<file path="src/rtl/pio_pkg.sv">
// Shared definitions for the PIO clock-divider family: divisor field widths,
// the packed divisor layout, and the effective-integer-part helper.
package pio_pkg;

    localparam int PIO_DIV_INT_W  = 16;
    localparam int PIO_DIV_FRAC_W = 8;

    // One channel's divisor word: integer part in the upper bits, fraction below.
    typedef struct packed {
        logic [PIO_DIV_INT_W-1:0]  ipart;
        logic [PIO_DIV_FRAC_W-1:0] fpart;
    } pio_div_t;

    // An integer part of zero selects the largest division, 2^INT_W.
    function automatic logic [PIO_DIV_INT_W:0] pio_ieff(input logic [PIO_DIV_INT_W-1:0] ipart);
        return (ipart == '0) ? {1'b1, {PIO_DIV_INT_W{1'b0}}} : {1'b0, ipart};
    endfunction

endpackage

</file>
<file path="src/rtl/pio_clkdiv_ch.sv">
// One fractional divider channel: a down-counter reloaded at each tick with
// Ieff-1 plus the carry out of a fractional accumulator, so the long-run
// period is Ieff + F/2^FRAC_W cycles.
module pio_clkdiv_ch
    import pio_pkg::*;
#(
    parameter int INT_W  = PIO_DIV_INT_W,
    parameter int FRAC_W = PIO_DIV_FRAC_W
) (
    input  logic                    clk,
    input  logic                    reset,
    input  logic [INT_W+FRAC_W-1:0] div,
    input  logic                    en,
    input  logic                    restart,
    output logic                    pen,
    output logic                    pclk
);

    logic [INT_W-1:0]  i_part;
    logic [FRAC_W-1:0] f_part;
    logic [INT_W:0]    ieff;
    logic [INT_W:0]    cnt_reg, cnt_next;
    logic [FRAC_W-1:0] facc_reg, facc_next;
    logic [FRAC_W:0]   fsum;
    logic              tick;
    logic              pen_reg, pen_next;
    logic              pclk_reg, pclk_next;

    assign i_part = div[FRAC_W +: INT_W];
    assign f_part = div[FRAC_W-1:0];

    // Next-state selection: restart beats disable, disable beats counting.
    always_comb begin
        ieff      = (i_part == '0) ? {1'b1, {INT_W{1'b0}}} : {1'b0, i_part};
        fsum      = {1'b0, facc_reg} + {1'b0, f_part};
        tick      = en & ~restart & (cnt_reg == '0);
        cnt_next  = cnt_reg;
        facc_next = facc_reg;
        pen_next  = 1'b0;
        pclk_next = 1'b0;
        if (restart) begin
            cnt_next  = '0;
            facc_next = '0;
        end else if (en) begin
            if (tick) begin
                facc_next = fsum[FRAC_W-1:0];
                cnt_next  = ieff - (INT_W+1)'(1) + (INT_W+1)'(fsum[FRAC_W]);
                pen_next  = 1'b1;
            end else begin
                cnt_next  = cnt_reg - (INT_W+1)'(1);
            end
            // Threshold follows the live divisor so pclk tracks edits promptly.
            pclk_next = (cnt_next >= (ieff >> 1));
        end
    end

    // Channel state and registered outputs; reset clears without a clock.
    always_ff @(posedge clk or posedge reset) begin
        if (reset) begin
            cnt_reg  <= '0;
            facc_reg <= '0;
            pen_reg  <= 1'b0;
            pclk_reg <= 1'b0;
        end else begin
            cnt_reg  <= cnt_next;
            facc_reg <= facc_next;
            pen_reg  <= pen_next;
            pclk_reg <= pclk_next;
        end
    end

    assign pen  = pen_reg;
    assign pclk = pclk_reg;

endmodule

</file>
<file path="src/rtl/pio_clkdiv.sv">
// Multi-channel fractional clock divider: one independent channel per PIO
// state machine, each with its own divisor slice, enable and restart.
module pio_clkdiv
    import pio_pkg::*;
#(
    parameter int NCH    = 4,
    parameter int INT_W  = PIO_DIV_INT_W,
    parameter int FRAC_W = PIO_DIV_FRAC_W
) (
    input  logic                            clk,
    input  logic                            reset,
    input  logic [NCH*(INT_W+FRAC_W)-1:0]   div,
    input  logic [NCH-1:0]                  en,
    input  logic [NCH-1:0]                  restart,
    output logic [NCH-1:0]                  pen,
    output logic [NCH-1:0]                  pclk
);

    localparam int DW = INT_W + FRAC_W;

    generate
        for (genvar gi = 0; gi < NCH; gi++) begin : g_ch
            pio_clkdiv_ch #(
                .INT_W  (INT_W),
                .FRAC_W (FRAC_W)
            ) u_ch (
                .clk     (clk),
                .reset   (reset),
                .div     (div[gi*DW +: DW]),
                .en      (en[gi]),
                .restart (restart[gi]),
                .pen     (pen[gi]),
                .pclk    (pclk[gi])
            );
        end
    endgenerate

endmodule

</file>
<file path="config.mk">
export PLATFORM = sky130hd
export DESIGN_NAME = pio_clkdiv
export DESIGN_NICKNAME = d
export VERILOG_FILES = /design/src/rtl/pio_pkg.sv /design/src/rtl/pio_clkdiv_ch.sv /design/src/rtl/pio_clkdiv.sv
export SDC_FILE = /design/constraint.sdc
export NUM_CORES = 1
export LEC_CHECK = 0
export ABC_AREA = 0
export BUFFER_PORTS_ARGS = -buffer_cell sky130_fd_sc_hd__buf_2
export CORE_MARGIN = 5
export CORE_UTILIZATION = 45
export DETAILED_ROUTE_END_ITERATION = 16
export GPL_TIMING_DRIVEN = 0
export HOLD_SLACK_MARGIN = 0.02
export PLACE_DENSITY = 0.74
export SLEW_MARGIN = 5
export SYNTH_ARGS = -nofsm -noshare
export SYNTH_HDL_FRONTEND = slang
export SYNTH_HIERARCHICAL = 1
export SYNTH_SLANG_ARGS = --single-unit
</file>
<file path="constraint.sdc">
create_clock -name clk -period 7.3 [get_ports clk]
set_input_delay 1.46 -clock clk [delete_from_list [all_inputs] [get_ports clk]]
set_output_delay 1.46 -clock clk [all_outputs]
set_load 0.05 [all_outputs]
</file>
-- After elaboration in Yosys (flattened, before gate mapping)
Index checks and enable logic that the tools add are counted.
- $add $sub $neg: 16
- order comparisons: 4
- muxes and demuxes: 56
- bitwise operators: 12
- reductions and logical operators: 20
- operator list (cell ; number):
    $mux 17 ; 24
    $sub 17x1->17 const B ; 8
    $mux 8 ; 12
    $add 17x1->17 ; 4
    $ge 17x16->1 ; 4
    $logic_not 17->1 ; 4
    $logic_not 16->1 ; 4
    $add 8x8->9 ; 4
    $mux 1 ; 20
    $reduce_bool 2->1 ; 8
    $and 1x1->1 ; 8
    $reduce_and 2->1 ; 4
    $not 1->1 ; 4
- bits in registers: 108
- bits of input ports: 106
- output and inout port bits: 8
- logic and storage cells: 124

-- Depth between registers and ports, before layout
Gate-level depths: netlist (run 1).
- depth in word-level cells: 10
- gate-level depth with buffers: 23
- mapped depth without buffers: 23

-- By module
The synthesis (run 1) kept the hierarchy.
- by module, submodules not included (module ; times used ; cells an instance ; area each (µm²) ; seq. area each (µm²)):
    pio_clkdiv_ch at g_ch[1].u_ch ... ; 2 ; 304 ; 2533.7 ; 675.6
    pio_clkdiv_ch at g_ch[3].u_ch ; 1 ; 315 ; 2695.1 ; 675.6
    pio_clkdiv_ch at g_ch[0].u_ch ; 1 ; 329 ; 2667.6 ; 675.6

-- Worst setup path before layout (run 1)
Ideal clock, no wire load.
- path kind: input to register
- from: input div[72]
- to: register g_ch[3].u_ch.pclk_reg
- library setup time: 133 ps
- arrival time: 5262 ps
- data required time: 7167 ps
- path slack: 1906 ps
- cell stages on the path: 21
- buffers on the path: 0
- cells stage by stage: ha_1 inv_1 fa_1 nor2b_1 o21a_1 o21ai_0 a21oi_1 a31oi_1 ha_1 ha_1 nor3b_1 nor4b_1 xnor2_1 nor2_1 nor2_1 ha_1 a211oi_1 o21ai_0 o211a_1 o41ai_1 a31oi_1
- cells in the longest elaborated chain, start to end: 8
- RTL lines (element ; RTL line ; source):
    start: declaration ; pio_clkdiv.sv:12 ; input logic [NCH*(INT_W+FRAC_W)-1:0] div,
    $add 8x8->9 ; pio_clkdiv_ch.sv:35 ; fsum = {1'b0, facc_reg} + {1'b0, f_part};
    $add 17x1->17 ; pio_clkdiv_ch.sv:47 ; cnt_next = ieff - (INT_W+1)'(1) + (INT_W+1)'(fsum[FRAC_W]);
    $mux 17 ; pio_clkdiv_ch.sv:45 ; if (tick) begin
    $mux 17 ; pio_clkdiv_ch.sv:44 ; end else if (en) begin
    $mux 17 ; pio_clkdiv_ch.sv:41 ; if (restart) begin
    $ge 17x16->1 ; pio_clkdiv_ch.sv:53 ; pclk_next = (cnt_next >= (ieff >> 1));
    $mux 1 ; pio_clkdiv_ch.sv:44 ;
    $mux 1 ; pio_clkdiv_ch.sv:41 ;
    named net g_ch[3].u_ch.pclk_next ; pio_clkdiv_ch.sv:27 ; logic pclk_reg, pclk_next;
    end signal: assignment ; pio_clkdiv_ch.sv:68 ; pclk_reg <= pclk_next;
    end: declaration ; pio_clkdiv_ch.sv:27 ;
The timed path passes the listed nets, and every way through them passes these cells. The select of a mux whose other input is x is not followed.
A chain may end at the register's enable or synchronous reset.

-- Worst setup path after layout (run 1)
Same ends and word-level chain as after synthesis.

==> results of run 1 <==
==> worst register-to-register path, stage by stage, from the launching register on <==
cell and delay, ns:
sky130_fd_sc_hd__dfrtp_1 0.38, sky130_fd_sc_hd__ha_1 0.20, sky130_fd_sc_hd__inv_1 0.07, sky130_fd_sc_hd__fa_1 0.20, sky130_fd_sc_hd__nor2b_1 0.06, sky130_fd_sc_hd__o21a_1 0.17, sky130_fd_sc_hd__o21ai_0 0.28, sky130_fd_sc_hd__a21oi_1 0.15
sky130_fd_sc_hd__a31oi_1 0.30, sky130_fd_sc_hd__ha_1 0.28, sky130_fd_sc_hd__ha_1 0.25, sky130_fd_sc_hd__nor3b_1 0.73, sky130_fd_sc_hd__nor4b_1 0.40, sky130_fd_sc_hd__xnor2_1 0.11, sky130_fd_sc_hd__nor2_1 0.19, sky130_fd_sc_hd__nor2_1 0.07
sky130_fd_sc_hd__ha_1 0.31, sky130_fd_sc_hd__a211oi_1 0.20, sky130_fd_sc_hd__o21ai_0 0.11, sky130_fd_sc_hd__o211a_1 0.13, sky130_fd_sc_hd__o41ai_1 0.37, sky130_fd_sc_hd__a31oi_1 0.14
==> power by group through the flow <==
stage	registers (uW)	clock network, uW	logic, uW
floorplan	872	0	1340
global placement	862	0	1710
detailed placement	868	0	1760
CTS	858	524	1770
global route	880	539	2020
finish	863	506	1780
==> stage by stage <==
stage | hold slack, ns | cells | area [um^2]
floorplan | 0.472 | 1252 | 10400
finish | 0.511 | 1661 | 11600
CTS | 0.517 | 1661 | 11600
global route | 0.544 | 1661 | 11600
global placement | 0.487 | 1646 | 11300
detailed placement | 0.500 | 1646 | 11300
==> area by class of cell <==
| class | count | area, um^2 | share of cell area (%) |
|---|---|---|---|
| Clock inverter | 4 | 50.0 | 0.431 |
| Tap cell | 285 | 357 | 3.07 |
| Clock buffer | 11 | 243 | 2.09 |
| Multi-Input combinational cell | 994 | 7090 | 61.0 |
| Buffer | 46 | 248 | 2.13 |
| Inverter | 104 | 390 | 3.36 |
| Sequential cell | 108 | 2700 | 23.2 |
| Timing Repair Buffer | 109 | 546 | 4.69 |
==> worst max-delay path by stage <==
stage,to,slack (ns),start
finish,g_ch[3].u_ch/pclk,1.22,div[72]
global route,g_ch[3].u_ch/pclk,0.78,div[72]
CTS,g_ch[3].u_ch/pclk,1.27,div[72]
detailed placement,g_ch[3].u_ch/pclk,0.90,div[72]
global placement,g_ch[3].u_ch/pclk,0.93,div[72]
floorplan,g_ch[3].u_ch/pclk,1.91,div[72]
==> placed cells by master (no fill, tap or decap), drive strengths merged, types with 20 or more instances in the layout <==
| master | count |
|---|---|
| nor2 | 112 |
| nand3 | 46 |
| inv | 104 |
| nor3 | 44 |
| nor4 | 39 |
| ha | 108 |
| nand2 | 74 |
| dfrtp | 108 |
| xnor2 | 78 |
| a21oi | 80 |
| xor2 | 45 |
| mux2i | 34 |
| nand4 | 25 |
| buf | 126 |
| o21ai | 68 |
| or4 | 20 |
| clkbuf | 40 |
==> routing by layer <==
layer / vias to the layer above / track usage, %
met5: - / 0
met4: 0 / 6.00
met3: 39 / 3.07
met2: 297 / 35.3
met1: 4551 / 27.2
li1: 4771 / -
==> cell families (layout without fill, tap and decap cells) <==
kind of cell             Yosys count  after routing  share of synthesized area, %
AO/OA/AOI/OAI                    267            267                          16.3
XOR/XNOR                         123            123                          10.3
adder cells (fa/ha/maj)          112            112                          13.7
buffers and inverters            150            274                          6.12
flip-flops                       108            108                          25.9
multiplexers                      36             36                          3.48
AND/OR/NAND/NOR                  456            456                          24.2
==> results list, run 1 <==
- Post-CTS setup-driven buffer insertion count: 0
* Via density per instance: 5.81
- At the end of the flow the core is filled with cells to 51.2%.
- Data on the critical path is required at its endpoint by between 7 and 8 ns.
* Routability cong.: roughly 0.96
- After clock tree synthesis, the clock-pin slew on the worst setup and hold paths is about 0.070 ns.
* Final-report setup violation count: 0
- Post-detailed-route count of antenna-violating nets: 0
- Counting both buffers and inverters, the worst setup path holds a total of 2.
* Worst reg2reg path startpoint: g_ch[3].u_ch/facc_reg[0]
- Power spent charging and discharging nets: roughly 1400 uW
- In the final routing, the length of wire on met1 measures roughly 12000 um.
- By count the netlist is led by 112 x sky130_fd_sc_hd__nor2_1, 108 x sky130_fd_sc_hd__dfrtp_1, 108 x sky130_fd_sc_hd__ha_1.
- Hold worst-path end: g_ch[3].u_ch/facc_reg[7]
- Count of cells resized by post-cts repair: 0
* Crit path depth: 22
- The worst hold path belongs to the class flip-flop to flip-flop.
- Antenna cells: 0
- Io pins: about 110
- Hold buffer count at CTS: 0
- Transition time of the tightest slew-check pin: approximately 1.1 ns
- The routed design could run at a clock period as short as 6.08 ns.
- Cells on worst reg2reg path: 21
- Across the routed clock network, the largest skew measured is around 0.011 ns.
- The internal power of the cells totals about 1800 uW.
- The analysis attributes to cell leakage a power of 0.00545 uW.
- In this run the horizontal extent of the chip is between 150 and 200 um.
- Unrepaired setup endpoints after global routing: false
- Area of the die: 26300 um^2
- In the synthesized netlist the dominant register cell turns out to be sky130_fd_sc_hd__dfrtp_1.
* All-layer global routing usage: a little over 20%
* Cell with the most instances after synthesis: sky130_fd_sc_hd__nor2_1
- On the critical path, the stage with the largest delay is an instance of sky130_fd_sc_hd__nor3b_1.
* Synthesized area per cell: around 8.3 um^2
* Cell mode on critical path: sky130_fd_sc_hd__ha_1
* Insertion delay of the later-clocked pin in the worst-skew pair: between 0.3 and 0.4 ns
* Floorplan core area: ~23000 um^2
- Worst endpoint data arrival time: roughly 6.3 ns
- The die is between 150 and 200 um tall.
- The clock passes through at most 2 buffers.
- Prior to clock tree synthesis, the placed netlist has a worst setup slack of roughly 0.9 ns.
- Post-layout power: around 3200 uW
- The clock net in this run drives a total of between 100 and 150 sinks.
- In the detailed route, the total length drawn on met2 is roughly 13000 um.
- Combinational logic is responsible for between 50% and 60% of the overall power.
* Nature of the critical path startpoint: input pin
- The setup path with the least slack is of type input pin to flip-flop.
* Final period util: 83.3%
- Number of global-route vias before repair: between 9k and 10k
* Synth area leaders: sky130_fd_sc_hd__dfrtp_1 26%, sky130_fd_sc_hd__ha_1 13%, sky130_fd_sc_hd__xnor2_1 6.5%
- Switching Fraction: between 40% and 50%
- Of all nets on the critical path, the largest fanout is 7.
- Number of warning messages in the yosys log: 6
- Fraction of registers with async set/reset: between 90% and 100%
- Total half-perimeter wirelength after legalization and detailed placement: ~21000 um
- The worst register-to-register path ends at g_ch[3].u_ch/pclk.
- The floorplan has 55 rows.
- Entering global routing, the biggest net connects 28 pins.
- Depth of the worst hold-timing path: 2
- In the final layout, the share of cells above drive strength 1 is between 10% and 20%.
- Max capacitance violation total: 0
- Startpoint of the tightest hold check path: g_ch[3].u_ch/facc_reg[7]
- The first routing iteration left roughly 740 violations.
- Clock power frac: between 10% and 20%
* Detailed-route DRC error count: 0
* Internal reg-to-reg setup slack: between 2 and 2.5 ns
- Run status: completed
- In the synthesized netlist, the number of instances is 1252.
* TritonCTS clock tree: built
- TritonCTS Buffers: 9
- Starting utilization of the core area: between 40% and 50%
* Uppermost layer routed: met4
- The max-slew violation count was 0.
- Area growth syn-to-layout: 11.5%
- Relative slew margins: around a quarter
- Fraction of post-synthesis cell area in the top cell type by area: ~26%
* Routed wire length: about 27000 um
* Metal3 WL: between 1500 and 2000 um
- Grouping stages by cell kind, the critical path spends the most delay in compound AO/OA/AOI/OAI gates.
* Achievable frequency: 0.164 GHz
* Hold Violations, Final: 0
* WL per Instance: approximately 16 um
- Of the total power, registers draw approximately 27%.
- Setup ws final: around 1.2 ns
- Library cells used by synthesis: 72
- Sequential elements use 25.9% of the synthesized area.
- Root Driver: sky130_fd_sc_hd__clkbuf_16
- The worst-case IR drop observed on VDD is 0.117 mV.
- Peak per-stage delay on the critical path: 0.73 ns
- Net Count, Synth: ~1.5k
- Detailed routing inserted a total of about 9.7k vias.
- H-Tree Depth: 3
* Port bufs: 109
- Summed over all layers, the global routing overflow is 0.
* Aggregate negative setup slack: 0 ns
- The first detailed-routing pass ran for 5 iterations.
- Walking the worst path, the cells encountered are buf_2, ha_1, inv_1, fa_1, nor2b_1, o21a_1, o21ai_0, a21oi_1, a31oi_1, ha_1, ha_1, nor3b_1, nor4b_1, xnor2_1, nor2_1, nor2_1, ha_1, a211oi_1, o21ai_0, o211a_1, o41ai_1, a31oi_1.
- In the final design database the tool counted around 1.6k nets.
- The synthesized design contains 0 enable-type register cells.
- The register with the most flip-flops in the layout has just under 70 of them.
* Fill count: approximately 2.2k
- Mapped cell area: roughly 10000 um^2
- Global-route wire length before repair: around 46000 um
- Crit path capture type: flip-flop
- Power spread over the standard cell area amounts to approximately 270 nW/um^2.
* Most area-hungry cell type in the Yosys netlist: sky130_fd_sc_hd__dfrtp_1
* Number of flip-flops and latches in the synthesized netlist: 108
- Initial antenna violation count: 0
No activity file was read; power rests on OpenSTA's default activity.
==> run 2: changes to the inputs <==
- ABC_AREA: 0 -> 1
- clock period: 7.3 -> 5.7 ns (I/O delays scaled with it)
==> results list, run 2 <==
* Starting utilization of the core area: 45.6% (was 45.9%)
- The number of top-level pins came to 114 (unchanged).
* Run status: completed (unchanged)
- The final design area excluding fillers came to 11900 um^2 (was 11600 um^2).
* Shortest clock period the worst path allows after layout: 4.82 ns
- Fraction of registers with async set/reset: 100% (unchanged)
- The post-synthesis cell count is 1518 (was 1252).
* Violation count after the first detailed-routing iteration: 536 (was 738)
- Unrepaired setup endpoints after global routing: false (unchanged)
- Post-synth top cells: 315 x sky130_fd_sc_hd__nand2_1, 267 x sky130_fd_sc_hd__inv_1, 158 x sky130_fd_sc_hd__nor2_1 (was 112 x sky130_fd_sc_hd__nor2_1, 108 x sky130_fd_sc_hd__dfrtp_1, 108 x sky130_fd_sc_hd__ha_1)
* Post-CTS setup-driven buffer insertion count: 0 (unchanged)
- The critical-path maximum fanout came to 5 (was 7).
* Clock slew at reported path FFs: 0.08 ns (was 0.07 ns)
- The number of buffers added to fix hold violations after cts came to 0 (unchanged).
- The most instantiated library cell after synthesis is sky130_fd_sc_hd__nand2_1 (was sky130_fd_sc_hd__nor2_1).
* Leakage: 0.00647 uW (was 0.00545 uW)
* Mapped cell area: 10700 um^2 (was 10400 um^2)
- Number of flip-flops and latches in the synthesized netlist: 108 (unchanged)
- Number of flops mapped to enable cells by yosys: 0 (unchanged)
- Cell Area, Placed: 11600 um^2 (was 11300 um^2)
* Number of flip-flops under the largest register name: 68 (unchanged)
- The clock insertion delay at the later pin of the skew report is 0.35 ns (about the same).
- The net switching share of the total power is 48.4% (was 44.1%).
- The count of nets after finishing came to 1860 (was 1590).
- The global-route congestion overflow total came to 0 (unchanged).
* Antenna cells: 0 (unchanged)
- Top library cells by usage in the layout, fill and taps aside: 315 x sky130_fd_sc_hd__nand2_1, 266 x sky130_fd_sc_hd__inv_1, 158 x sky130_fd_sc_hd__nor2_1, 114 x sky130_fd_sc_hd__buf_2 (was 115 x sky130_fd_sc_hd__buf_2, 112 x sky130_fd_sc_hd__nor2_1, 108 x sky130_fd_sc_hd__ha_1, 108 x sky130_fd_sc_hd__dfrtp_1, 104 x sky130_fd_sc_hd__inv_1)
- All-layer global routing usage: 19.3% (was 20.7%)
- Initial antenna violation count: 0 (unchanged)
* TritonCTS Buffers: 9 (unchanged)
- The clock root buffer was sky130_fd_sc_hd__clkbuf_16 (unchanged).
- The total internal power came to 2310 uW (was 1760 uW).
- CP max stage cell: sky130_fd_sc_hd__ha_1 (was sky130_fd_sc_hd__nor3b_1)
- Area of the die: 26900 um^2 (was 26300 um^2)
- Number of search-and-repair iterations in the first detailed-routing pass: 5 (unchanged)
- The remaining antenna violation count is 0 (unchanged).
- The largest vdd supply drop was 0.164 mV (was 0.117 mV).
- The post-detailed-routing wire length came to 25600 um (was 27300 um).
- The via count of the first global-routing pass is 9642 (was 9405).
- The transition time at the pin with the least slew margin is 1.14 ns (was 1.10 ns).
* Power spent charging and discharging nets: 2160 uW (was 1390 uW)
- In the finished design, the share of the clock period the worst path needs comes to between 80% and 90%.
- The critical path startpoint category was an input pin (unchanged).
- Count of cells resized by post-cts repair: 0 (unchanged)
- The total number of placement rows is 56 (was 55).
- Area growth syn-to-layout: 11.7% (was 11.5%)
* Most common cell after layout, fill and taps aside: sky130_fd_sc_hd__nand2_1 (was sky130_fd_sc_hd__buf_2)
- The kind of path behind the tightest hold check is flip-flop to flip-flop (unchanged).
- Pin count of the biggest net entering global routing: 28 (unchanged)
- Clk buf depth: 2 (unchanged)
- Relative slew margins: 23.7% (was 26.4%)
- Type of the setup path with the least slack: input pin to flip-flop (unchanged)
- Worst EP required: 5.96 ns (was 7.52 ns)
- The number of vias per cell is 5.03 (was 5.81).
* Total via count in the routed design: 9889 (was 9658)
* Die Wd: 164 um (was 162 um)
* Net Count, Synth: 1736 (was 1470)
- Most area-hungry cell type in the Yosys netlist: sky130_fd_sc_hd__dfrtp_1 (unchanged)
- Clock tree sinks: 108 (unchanged)
* Achievable frequency: 0.207 GHz
- The max-capacitance violation count is 0 (unchanged).
- Hold slack final: 0.503 ns (was 0.511 ns)
- CP Cell Sequence: buf_2, ha_1, a21oi_1, o21ai_0, nand2_1, a21oi_1, o21ai_0, nand2_1, a21oi_1, ha_1, ha_1, nand2_1, nor2_2, nand3_1, nor3_2, xor2_1, a21oi_1, ha_1, inv_1, nor3_1, nand4_1, o21bai_1, a21oi_2, a21oi_1 (was buf_2, ha_1, inv_1, fa_1, nor2b_1, o21a_1, o21ai_0, a21oi_1, a31oi_1, ha_1, ha_1, nor3b_1, nor4b_1, xnor2_1, nor2_1, nor2_1, ha_1, a211oi_1, o21ai_0, o211a_1, o41ai_1, a31oi_1)
- The portion of the post-synthesis area used by sequential elements came to 25.3% (was 25.9%).
- The core area was 23400 um^2 (was 22700 um^2).
* Worst endpoint data arrival time: 5.08 ns (was 6.30 ns)
* Relative contribution of sequential cells to total power: 24.3% (was 27.4%)
* Fraction of layout cells with a size suffix above 1: 14.8% (was 12.5%)
- The routed wire length per instance came to 13.0 um (was 16.4 um).
- The number of I/O port buffers was 113 (was 109).
* TritonCTS clock tree: built (unchanged)
* Synthesized area per cell: 7.03 um^2 (was 8.33 um^2)
* H-Tree Depth: 3 (unchanged)
- Hold Violations, Final: 0 (unchanged)
- Aggregate negative setup slack: 0 ns (unchanged)
* Primary flip-flop cell chosen by synthesis mapping: sky130_fd_sc_hd__dfrtp_1 (unchanged)
- Final Max Slew Viols: 0 (unchanged)
- Clock power frac: 13.7% (was 16.1%)
- The dominant cell type by count on the critical path is sky130_fd_sc_hd__a21oi_1 (was sky130_fd_sc_hd__ha_1).
* Detailed-route DRC error count: 0 (unchanged)
* Library cells used by synthesis: 53 (was 72)
- The final HPWL from detailed placement is 21200 um (was 21500 um).
- Number of warning messages in the yosys log: 6 (unchanged)
- The post-route clock skew is 0.0121 ns (was 0.0109 ns).
* Final-report setup violation count: 0 (unchanged)
- Peak per-stage delay on the critical path: 0.34 ns (was 0.73 ns)
- Fraction of post-synthesis cell area in the top cell type by area: 25.3% (was 25.9%)
- The first-pass GRT wire length came to 43400 um (was 45700 um).
- Synth area leaders: sky130_fd_sc_hd__dfrtp_1 25%, sky130_fd_sc_hd__ha_1 13%, sky130_fd_sc_hd__nand2_1 11% (was sky130_fd_sc_hd__dfrtp_1 26%, sky130_fd_sc_hd__ha_1 13%, sky130_fd_sc_hd__xnor2_1 6.5%).
* Crit path capture type: flip-flop (unchanged)
- The portion of total power attributed to combinational logic is 62.0% (was 56.6%).
- PwrDens: 375 nW/um^2 (was 271 nW/um^2)
- Y dimension of the die: 164 um (was 162 um)
- The placer congestion estimate is 0.945 (was 0.960).
==> run 2: worst max-delay path: cells and delay by family <==
kind	cells	cell delay, ns
adders and majority gates	4	1.04
AOI/OAI and AO/OA	9	1.25
buffers and inverters	2	0.16
and+or+nand+nor	8	1.23
xor gates and xnor gates	1	0.25
==> run 2: per-stage QoR <==
stage / util [%] / setup WS, ns / power, uW / std cells
after floorplan: - / 1.26 / 3260 / 1518
after detailed placement: 49.7 / 0.571 / 3850 / 1950
final: 51.0 / 0.879 / 4470 / 1966
after global routing: 51.0 / 0.408 / 4950 / 1966
after global placement: 49.7 / 0.570 / 3760 / 1950
after CTS: 51.0 / 0.921 / 4500 / 1966
==> run 2: power by group through the flow <==
stage	sequential (uW)	combinational, uW	clock, uW
6_report	1090	2770	613
5_1_grt	1110	3170	673
4_1_cts	1080	2770	647
3_5_place_dp	1090	2760	0
3_3_place_gp	1090	2670	0
2_1_floorplan	1110	2150	0
==> run 2: cells by family after synthesis <==
| group | count (synthesis) | synth area share (%) |
|---|---|---|
| AOI/OAI and AO/OA | 226 | 13.7 |
| and+or+nand+nor | 659 | 27.4 |
| DFF | 108 | 25.3 |
| xor gates and xnor gates | 110 | 9.02 |
| buffers and inverters | 303 | 11.1 |
| adders and majority gates | 112 | 13.4 |
==> run 2: worst paths after layout <==
path / slack [ns] / endpoint / startpoint / cells past startpoint
max: 0.88 / g_ch[0].u_ch/pclk / div[3] / 24
min: 0.50 / g_ch[0].u_ch/facc_reg[7] / g_ch[0].u_ch/facc_reg[7] / 2
max reg2reg: 1.39 / g_ch[0].u_ch/pclk / g_ch[0].u_ch/facc_reg[3] / 23
min reg2reg: 0.50 / g_ch[0].u_ch/facc_reg[7] / g_ch[0].u_ch/facc_reg[7] / 2
max in group asynchronous: 3.87 / g_ch[3].u_ch/facc_reg[6] / reset / 2
min in group asynchronous: 0.97 / g_ch[1].u_ch/facc_reg[4] / reset / 2
==> run 2: layer usage <==
layer	share of wire (%)	wire, um	GRT usage (%)	up-vias
met3	4.0	1010	2.03	27
met1	46	11900	25.7	4496
met4	1.3	322	3.93	0
met2	48	12400	34.1	238
met5	0	0	0	-
li1	-	-	-	5128
==> run 2: layout make-up <==
cell class,instances,area [um^2]
inverter,285,1070
timing repair buffer,113,566
buffer,18,114
clock buffer,10,229
clock inverter,6,56.3
fill,2324,11500
sequential,108,2700
tap,319,399
multi-input combinational,1107,6790
==> run 3: changes to the inputs <==
- ABC_AREA: 1 -> 0
- PLACE_DENSITY: 0.74 -> 0.76
- clock period: 5.7 -> 4.3 ns (I/O delays scaled with it)
==> results list, run 3 (synthesized netlist as in run 1, its figures left out) <==
* Type of the most critical hold path: flip-flop to flip-flop (unchanged)
- The type of destination of the critical path was a flip-flop (unchanged).
* Pin count of the biggest net entering global routing: 28 (unchanged)
- The area enclosed by the die boundary was 26300 um^2 (was 26900 um^2).
* Final period util: 105%
* Nature of the critical path startpoint: input pin (unchanged)
* CP max stage cell: sky130_fd_sc_hd__o41ai_2 (was sky130_fd_sc_hd__ha_1)
* Total global routing overflow: 0 (unchanged)
* Unrepaired setup endpoints after global routing: true (was false)
* Hold Violations, Final: 0 (unchanged)
* CP Cell Sequence: buf_2, ha_2, inv_2, fa_2, nor2b_1, o21a_1, o21ai_2, a21oi_2, a31oi_4, ha_4, ha_4, nor3b_4, nor4b_4, xnor2_1, nor2_1, nor2_1, ha_1, a211oi_2, o21ai_1, o211a_1, o41ai_2, a31oi_1 (was buf_2, ha_1, a21oi_1, o21ai_0, nand2_1, a21oi_1, o21ai_0, nand2_1, a21oi_1, ha_1, ha_1, nand2_1, nor2_2, nand3_1, nor3_2, xor2_1, a21oi_1, ha_1, inv_1, nor3_1, nand4_1, o21bai_1, a21oi_2, a21oi_1)
- Leakage: 0.00577 uW (was 0.00647 uW)
- The number of antenna violations at the first check in global routing is 0 (unchanged).
- The first-pass GRT wire length is 46400 um (was 43400 um).
* Shortest clock period the worst path allows after layout: roughly 4.5 ns
* Power spent charging and discharging nets: 2530 uW (was 2160 uW)
* Antenna cells: 0 (unchanged)
- The total internal power was 3200 uW (was 2310 uW).
* Met2 track utilization from global routing: 36.2% (was 34.1%)
- Setup ws final: -0.229 ns (was 0.879 ns)
* Peak per-stage delay on the critical path: 0.34 ns (about the same)
* Worst EP required: 4.53 ns (was 5.96 ns)
- Summed area of non-filler cells in the final layout: 12500 um^2 (was 11900 um^2)
- Met3 track demand over resource in global routing: 2.84% (was 2.03%)
- The clock root buffer is sky130_fd_sc_hd__clkbuf_16 (unchanged).
- The max-capacitance violation count was 0 (unchanged).
- Final-report setup violation count: 2 (was 0)
- Y dimension of the die: 162 um (was 164 um)
- The via count of the first global-routing pass was 9729 (was 9642).
* Part of the power in combinational logic: 57.7% (was 62.0%)
- The type of the worst setup path was input pin to flip-flop (unchanged).
* Fill count: 2031 (was 2324)
* Core occupancy in the finished layout: 55.1% (was 51.0%)
- The clock insertion delay at the later pin of the skew report was 0.36 ns (was 0.35 ns).
* TritonCTS clock tree: built (unchanged)
* Clk buf depth: 2 (unchanged)
- Hold buffer count at CTS: 0 (unchanged)
- The number of vias per cell came to 5.86 (was 5.03).
- Fraction of layout cells with a size suffix above 1: 20.4% (was 14.8%)
* Number of flip-flops under the largest register name: 68 (unchanged)
- Total via count in the routed design: 9952 (was 9889)
* Number of search-and-repair iterations in the first detailed-routing pass: 5 (unchanged)
- The number of clock sinks was 108 (unchanged).
- The maximum level of the CTS H-tree was 3 (unchanged).
- The core area is 22700 um^2 (was 23400 um^2).
- The routed wire length per instance came to 17.0 um (was 13.0 um).
* PwrDens: 458 nW/um^2 (was 375 nW/um^2)
- The clock slew at the register clock pins of the worst setup and hold paths is 0.08 ns (about the same).
- The total number of placement rows is 55 (was 56).
* Largest fanout of any net on the critical path: 5 (unchanged)
* Violation count after the first detailed-routing iteration: 978 (was 536)
- The growth of design area from synthesis to finish is 20.1% (was 11.7%).
- Transition time of the tightest slew-check pin: 1.15 ns (was 1.14 ns)
- The die width was 162 um (was 164 um).
- Io pins: 114 (unchanged)
* Relative contribution of sequential cells to total power: 25.5% (was 24.3%)
- Run status: complete, but fails checks (was completed)
* Detailed-route DRC error count: 0 (unchanged)
- The count of nets after finishing came to 1627 (was 1860).
- The number of buffers created by CTS is 9 (unchanged).
- The total global-route track usage was 20.9% (was 19.3%).
- The net switching share of the total power is 44.2% (was 48.4%).
* Violations in the final reports: setup timing
- Clock skew: 0.0108 ns (was 0.0121 ns)
- For this run, the top clock speed supported by timing is 0.221 GHz.
* Total half-perimeter wirelength after legalization and detailed placement: 21500 um (was 21200 um)
- Routed wire length: 28800 um (was 25600 um)
- Top library cells by usage in the layout, fill and taps aside: 114 x sky130_fd_sc_hd__buf_2, 108 x sky130_fd_sc_hd__dfrtp_1, 106 x sky130_fd_sc_hd__nor2_1, 100 x sky130_fd_sc_hd__inv_1, 96 x sky130_fd_sc_hd__ha_1 (was 315 x sky130_fd_sc_hd__nand2_1, 266 x sky130_fd_sc_hd__inv_1, 158 x sky130_fd_sc_hd__nor2_1, 114 x sky130_fd_sc_hd__buf_2)
* Worst endpoint data arrival time: 4.76 ns (was 5.08 ns)
- Worst-case vdd ir drop: 0.219 mV (was 0.164 mV)
- Port bufs: 109 (was 113)
- Clock power frac: 16.8% (was 13.7%)
* Post-detailed-route count of antenna-violating nets: 0 (unchanged)
- The placer congestion estimate came to 0.924 (was 0.945).
- The initial standard-cell utilization of the core came to 45.9% (was 45.6%).
* Most common cell after layout, fill and taps aside: sky130_fd_sc_hd__buf_2 (was sky130_fd_sc_hd__nand2_1)
- Peak-usage layer in the global routing report: met2 (unchanged)
* Relative slew margins: 22.8% (was 23.7%)
- Met1 usage: 27.2% (was 25.7%)
- Cell Area, Placed: 11400 um^2 (was 11600 um^2)
- The max-slew violation count was 0 (unchanged).
run 3: cell types whose count changed in the layout (fill, tap and decap cells not counted), sizes merged, moves of 34 or more:
| cell | change |
|---|---|
| nand3 | -53 |
| nand2 | -252 |
| xnor2 | +68 |
| o22ai | -38 |
| inv | -175 |
| mux2i | +34 |
| xor2 | -55 |
| nor4 | +35 |
| buf | +43 |
| nor2 | -69 |
run 3: worst paths after layout:
kind	start	to	slack [ns]	cells past startpoint
worst max-delay path	div[72]	g_ch[3].u_ch/pclk	-0.23	22
worst min-delay path	g_ch[3].u_ch/facc_reg[7]	g_ch[3].u_ch/facc_reg[7]	0.51	2
worst max register to register	g_ch[3].u_ch/facc_reg[0]	g_ch[3].u_ch/pclk	-0.01	21
worst min register to register	g_ch[3].u_ch/facc_reg[7]	g_ch[3].u_ch/facc_reg[7]	0.51	2
max in group asynchronous	reset	g_ch[1].u_ch/cnt_reg[13]	2.76	2
min in group asynchronous	reset	g_ch[2].u_ch/cnt_reg[10]	0.82	2
run 3: per-stage QoR:
| stage | setup slack [ns] | total power [uW] | setup TNS [ns] | std cells | hold slack [ns] |
|---|---|---|---|---|---|
| floorplan | -0.0880 | 3760 | -0.0880 | 1252 | 0.472 |
| finish | -0.229 | 5730 | -0.394 | 1699 | 0.510 |
| global placement | -0.797 | 4360 | -2.95 | 1646 | 0.487 |
| detailed placement | -0.979 | 4460 | -3.36 | 1646 | 0.500 |
| global route | -0.456 | 6180 | -0.858 | 1699 | 0.549 |
| CTS | -0.209 | 5510 | -0.398 | 1678 | 0.518 |
run 3: final cells by class:
type                       count  area [um^2]  share of cell area (%)
timing repair buffer         146          842                    6.72
clock buffer                  10          239                    1.91
buffer                        46          259                    2.07
sequential                   108         2700                    21.6
tap                          285          357                    2.85
inverter                     104          390                    3.12
clock inverter                 6         95.1                   0.759
multi-input combinational    994         7640                    61.0
run 3: critical path, delay by kind of cell:
kind            cells  cell delay (ns)
compound gates      9             1.69
xor+xnor            1             0.12
fa+ha+maj           5             1.02
buf+inv             2             0.17
simple gates        5             0.89
run 3: power by group through the flow:
stage | logic [uW] | clock network [uW] | registers [uW]
2_1_floorplan | 2280 | 0 | 1480
3_3_place_gp | 2900 | 0 | 1460
3_5_place_dp | 2990 | 0 | 1470
4_1_cts | 3070 | 982 | 1450
5_1_grt | 3670 | 1010 | 1490
6_report | 3310 | 961 | 1460
run 3: timing repair:
item	CTS	global route
pin swaps	21	47
gates resized for setup	44	61
buffers inserted	16	22
setup endpoints to repair	4	4
endpoints found under the hold margin	0	0
run 3: routing by layer:
| metal | up-vias | routed length, um |
|---|---|---|
| li1 | 4850 | - |
| met1 | 4722 | 12800 |
| met2 | 329 | 14000 |
| met3 | 51 | 1500 |
| met4 | 0 | 549 |
| met5 | - | 0 |
